--- src/rtl/pipe_pkg.sv ---
// rtl/pipe_pkg.sv - shared types and defaults for the elastic pipeline stage
package pipe_pkg;

   // Encoding is chosen so that the occupancy count equals the state value.
   typedef enum logic [1:0] {
      EMPTY = 2'd0,
      ONE   = 2'd1,
      TWO   = 2'd2
   } state_t;

   localparam int PIPE_DEFAULT_WIDTH = 64;

endpackage

--- src/rtl/enable_reg.sv ---
// rtl/enable_reg.sv - load-enabled data register with asynchronous active-low clear
module enable_reg #(
   parameter int WIDTH = 64
) (
   input  logic             clk,
   input  logic             reset,
   input  logic             en,
   input  logic [WIDTH-1:0] d,
   output logic [WIDTH-1:0] q
);

   // Load only when enabled; otherwise hold the stored word.
   always_ff @(posedge clk or negedge reset) begin
      if (!reset) begin
         q <= '0;
      end else if (en) begin
         q <= d;
      end
   end

endmodule

--- src/rtl/pipe_skid_reg.sv ---
// rtl/pipe_skid_reg.sv - two-entry valid/ready pipeline stage with skid slot
module pipe_skid_reg
   import pipe_pkg::*;
#(
   parameter int WIDTH = PIPE_DEFAULT_WIDTH
) (
   input  logic             clk,
   input  logic             reset,
   input  logic             flush,
   input  logic             in_valid,
   output logic             in_ready,
   input  logic [WIDTH-1:0] in_data,
   output logic             out_valid,
   input  logic             out_ready,
   output logic [WIDTH-1:0] out_data,
   output logic [1:0]       count
);

   state_t           state;
   state_t           state_next;
   logic             main_en;
   logic             main_from_skid;
   logic             skid_en;
   logic [WIDTH-1:0] main_d;
   logic [WIDTH-1:0] skid_q;

   // Outputs decode the state register only, so in_ready has no
   // combinational dependence on any input.
   assign in_ready  = (state != TWO);
   assign out_valid = (state != EMPTY);
   assign count     = state;

   // Next state and slot load enables; flush overrides everything and
   // leaves both slots untouched.
   always_comb begin
      state_next     = state;
      main_en        = 1'b0;
      main_from_skid = 1'b0;
      skid_en        = 1'b0;
      if (flush) begin
         state_next = EMPTY;
      end else begin
         case (state)
            EMPTY: begin
               if (in_valid) begin
                  main_en    = 1'b1;
                  state_next = ONE;
               end
            end
            ONE: begin
               if (out_ready && in_valid) begin
                  main_en = 1'b1;
               end else if (out_ready) begin
                  state_next = EMPTY;
               end else if (in_valid) begin
                  skid_en    = 1'b1;
                  state_next = TWO;
               end
            end
            TWO: begin
               if (out_ready) begin
                  main_en        = 1'b1;
                  main_from_skid = 1'b1;
                  state_next     = ONE;
               end
            end
            default: begin
               state_next = EMPTY;
            end
         endcase
      end
   end

   // Main slot refills from upstream, or drains the skid slot when full.
   assign main_d = main_from_skid ? skid_q : in_data;

   // State register.
   always_ff @(posedge clk or negedge reset) begin
      if (!reset) begin
         state <= EMPTY;
      end else begin
         state <= state_next;
      end
   end

   enable_reg #(.WIDTH(WIDTH)) u_main (
      .clk   (clk),
      .reset (reset),
      .en    (main_en),
      .d     (main_d),
      .q     (out_data)
   );

   enable_reg #(.WIDTH(WIDTH)) u_skid (
      .clk   (clk),
      .reset (reset),
      .en    (skid_en),
      .d     (in_data),
      .q     (skid_q)
   );

endmodule

--- config.mk ---
export PLATFORM = sky130hd
export DESIGN_NAME = pipe_skid_reg
export DESIGN_NICKNAME = d
export VERILOG_FILES = /design/src/rtl/pipe_pkg.sv /design/src/rtl/enable_reg.sv /design/src/rtl/pipe_skid_reg.sv
export SDC_FILE = /design/constraint.sdc
export NUM_CORES = 1
export LEC_CHECK = 0
export CAP_MARGIN = 20
export CORE_MARGIN = 8
export CORE_UTILIZATION = 45
export DETAILED_ROUTE_END_ITERATION = 12
export GPL_TIMING_DRIVEN = 0
export PLACE_DENSITY_LB_ADDON = 0.3
export SLEW_MARGIN = 20
export SYNTH_ARGS = -nofsm -noshare
export SYNTH_HDL_FRONTEND = slang
export SYNTH_SLANG_ARGS = --single-unit
--- constraint.sdc ---
create_clock -name clk -period 1.65 [get_ports clk]
set_input_delay 0.33 -clock clk [delete_from_list [all_inputs] [get_ports clk]]
set_output_delay 0.33 -clock clk [all_outputs]
set_load 0.05 [all_outputs]
# Yosys cells after proc, flatten, opt, wreduce, memory -nomap -nowiden
# Cells that the tools add are included.
[word_totals] register_bits=130 in_bits=69 output_inout_bits=68
[op_classes] n_eq_ne=7 n_mux=19 reduce_logical=4
[ops] cell="$mux W64" n=1
[ops] cell="$mux W2" n=6
[ops] cell="$mux W1" n=10
[ops] cell="$ne A3 B3 Y1 const B" n=3
[ops] cell="$pmux W2 S3" n=1
[ops] cell="$ne A4 B4 Y1 const B" n=1
[ops] cell="$reduce_and A4 Y1" n=1
[ops] cell="$pmux W1 S3" n=1
[ops] cell="$eq A2 B1 Y1 const B" n=1
[ops] cell="$eq A2 B2 Y1 const B" n=1
[ops] cell="$logic_not A2 Y1" n=1
[ops] cell="$ne A2 B2 Y1 const B" n=1
[ops] cell="$reduce_bool A2 Y1" n=1
[ops] cell="$logic_and A1 B1 Y1" n=1

# Longest topological paths before layout
[depth] word_depth=5 depth_mapped=5

# Cells and area by module
# Synthesis repeated with hierarchy kept, for this count alone.
[hier_totals] hier_cells=356 hier_area_um2=6573.8
[modules_own_cells] module="enable_reg" instances=2 cells_each=135 area_each_um2=2678.8
[modules_own_cells] module="pipe_skid_reg" instances=1 cells_each=86 area_each_um2=1216.2

# Worst setup path before layout
# OpenSTA, ideal clock, no wires.
[synth_path] path_type="reg-to-reg" from="reg state[1], in the netlist count[1]" to="reg u_main.q[30]" setup_time_ps=125 arrival_ps=1918 required_time_ps=1525 path_slack_ps=-393 stages_incl_launch_ff=5 path_cell_list="dfrtp_1 > mux2i_1 > o31ai_4 > buf_6 > mux2_4"
[synth_via] elab_chain_cells=4 word_cells_on_any_way=8
[synth_lines] element="from (decl)" line_no="pipe_skid_reg.sv:19" source="state_t state;"
[synth_lines] element="from (signal assigned)" line_no="pipe_skid_reg.sv:82" source="state <= state_next;"
[synth_lines] element="$eq A2 B2 Y1" line_no="pipe_skid_reg.sv:43" source="case (state)"
[synth_lines] element="$mux W1" line_no="pipe_skid_reg.sv:43"
[synth_lines] element="$mux W1" line_no="pipe_skid_reg.sv:40" source="if (flush) begin"
[synth_lines] element="$mux W64" line_no="pipe_skid_reg.sv:75" source="assign main_d = main_from_skid ? skid_q : in_data;"
[synth_lines] element="to (signal assigned)" line_no="enable_reg.sv:15" source="q <= '0;"
[synth_lines] element="to (signal assigned)" line_no="enable_reg.sv:17" source="q <= d;"
[synth_lines] element="to (decl)" line_no="enable_reg.sv:9" source="output logic [WIDTH-1:0] q"
# Several ways; a longest one is shown, not always the timed one.
# A chain may end at the register's enable or synchronous reset.

# Worst setup path after layout
[layout_path] from="reg state[1], in the netlist count[1]" to="reg u_main.q[29]"
# Same word-level chain as after synthesis.

==> metrics <==
Die Height=between 100 and 150 um; RSZ-0062 raised after global routing=yes; Tmin final=~1900 ps; diode count=0; starting density of the core=46.0%; Total GRT Usage=17.4%; global-route wire length before repair=around 22 mm; via count=about 3600; slowest stage delay, CP=about 450 ps; largest net degree at the start of global routing=just over 90; Post-synth EDFFs=0; syn avg cell area=around 16 sq um; Synth Instances=about 360; Crit-path slowest cell=dfrtp_2; Highest Clock Rate=between 0.5 and 0.6 GHz; die footprint=between 15000 and 20000 sq um; Bufs and invs on worst path=4; Ys Warns=0; final setup margin=-209 ps; area post-placement=between 7000 and 8000 sq um; CTS tree=done; TritonCTS Buffers=17; final wirelength=14.0 mm; Pins Over Slew Limit=0; Post-route DRC=0; Static Leak=3.88 nW; hpwl dp=just under 9 mm; run status=finished with violations; CP Launch Type=flop; Unique masters post-synth=19; R2R setup slack=-210 ps; fraction of registers with async set/reset=100%; R2R Path End=u_main.q[29]; ys flop type=dfrtp_1; # IOs=~140; Final setup viols=approximately 120; worst reg2reg path startpoint=count[1]; Synth area leader=dfrtp_1; Hold Crit Class=input pin to asynchronous set/reset pin; Critical Path RT=between 1500 and 2000 ps; total power=between 10 and 15 mW; H-tree depth=4; #FFs+latches synth=130; largest cells by area after synthesis=dfrtp_1 56%, mux2_2 33%, mux2_4 5.7%; GR Overflow Total=0; root buf cell=clkbuf_16; crit-path cells=buf_6 > mux2i_4 > o31ai_4 > buf_6 > buf_12 > buf_12 > mux2_4; synth cell count leaders=170 x mux2_2, 130 x dfrtp_1, 22 x mux2_4, 13 x buf_6, 6 x buf_2; initial antenna violation count=0; clk sink count=130; drt pass-1 iters=4; starting DRC count in detailed routing=between 100 and 150; net count of the mapped netlist=~430; power density cells=roughly 1300 nW/um^2; nets=611; Least-Margin Pin Slew=roughly 520 ps; post-DR vias/cell=~5; Clock Path Buffers=2; violated checks=negative setup slack; area grow syn2layout=48.1%; number of global-route vias before repair=roughly 4200; Core ar.=~13000 sq um; DR WL/cell=19.3 um; gp weighted congestion=between 0.7 and 0.8; Post-DRT Antenna Nets=0; crit end category=flop; CP arrival=roughly 2200 ps; cell family with most CP delay=buffers and inverters; FF-to-FF path depth=7; relative slew slack=between 60 and 70%; Die X=roughly 130 um; final worst-path cycle share=113%; std cell rows=just over 40; Hold Fails Final Rpt=0; count leader, synth=mux2_2; area share of the largest cell type after synthesis=56.1%; I/O Buffers=approximately 140; peak supply drop=between 0.9 and 1 mV; share of cells above drive strength 1=a little under three fifths; Max Cap Viol=0; crit path kind=flop to flop; Cell Area, Synth=5800 sq um; Worst-Skew Late Latency=~400 ps; final instance area=roughly 8600 sq um; clock-pin slew on the worst setup and hold paths=about 50 ps; Critical Path Fanout Max=5; clk_skew=between 4 and 5 ps; Seq/Total Area, Yosys=between 50% and 60%; number of fill cells in the layout=around 930
[worst register-to-register path, cell delays in order (launching register included)]
cell	delay, ps
dfrtp_2	450
buf_6	140
mux2i_4	180
o31ai_4	230
buf_6	210
buf_12	120
buf_12	110
mux2_4	300
[worst max path at each step]
| stage | startpoint | end | slack, ps | cells past startpoint |
|---|---|---|---|---|
| 2_1_floorplan | count[1] | u_main.q[30] | -190 | 4 |
| 3_3_place_gp | reset | count[1] | -5340 | 1 |
| 3_5_place_dp | out_ready | u_main.q[29] | -850 | 5 |
| 4_1_cts | count[1] | u_main.q[49] | -280 | 7 |
| 5_1_grt | count[0] | u_main.q[51] | -250 | 6 |
| 6_report | count[1] | u_main.q[29] | -210 | 7 |
[placed cells by master, fill, tap and decap left out, types with 2 or more instances in the layout]
cell type and instances:
buf_2 2, clkdlybuf4s50_1 64, buf_16 4, mux2_4 82
dfrtp_1 128, clkbuf_1 4, clkdlybuf4s15_2 2, clkbuf_16 18
buf_4 14, clkbuf_8 5, buf_6 13, dfrtp_2 2
clkinv_2 4, buf_8 8, clkdlybuf4s15_1 30, mux2_2 110
nand2_1 2, clkbuf_2 28, buf_12 13, dlygate4sd2_1 7
[power by group]
| group | leakage, nW | switching (mW) | internal [mW] |
|---|---|---|---|
| combinational | 2.05 | 1.89 | 1.52 |
| sequential | 1.56 | 0.421 | 3.98 |
| clock | 0.280 | 1.26 | 2.25 |
[kinds of logic after synthesis]
logic type,share of synthesized area (%)
flip-flops,56.1
buffers and inverters,3.10
AND/OR/NAND/NOR,1.23
AO/OA/AOI/OAI,0.755
multiplexers,38.9
[layout make-up]
cell class / instances / area, sq um / area share (%)
sequential: 130 / 3260 / 37.9
multi-input combinational: 206 / 2610 / 30.4
timing repair buffer: 167 / 1660 / 19.3
clock buffer: 26 / 509 / 5.93
buffer: 20 / 292 / 3.39
tap: 172 / 215 / 2.50
clock inverter: 5 / 50.0 / 0.582
[state kept, by name, summed over array words and instances, names as in the netlist]
signal / count
count: 2
u_main.q: 64
u_skid.q: 64
[routing by layer]
layer  up-vias  routed length (um)  GRT usage [%]
met5         -                   0              0
met4         0                 247           6.56
met3        18                 747           5.75
met2        80                7240           29.2
met1      1885                5790           20.2
li1       1661                   -              -
[through the flow]
stage	setup slack, ps	hold WS [ps]	cells	TNS, ps	util (%)
finish	-209	391	726	-14310	68.1
global route	-248	411	726	-20000	68.1
CTS	-275	382	722	-13200	68.2
detailed placement	-849	232	665	-85570	58.8
global placement	-5340	481	664	-714430	58.6
floorplan	-192	34.4	356	-12980	-
[timing repair]
action	CTS	global route
buffers inserted	18	7
setup endpoints to repair	191	167
gates resized for setup	202	92
pin swaps	2	3
hold buffers	1	0
cloned	7	1
endpoints found under the hold margin	40	0
(Power assumes the default switching activity.)
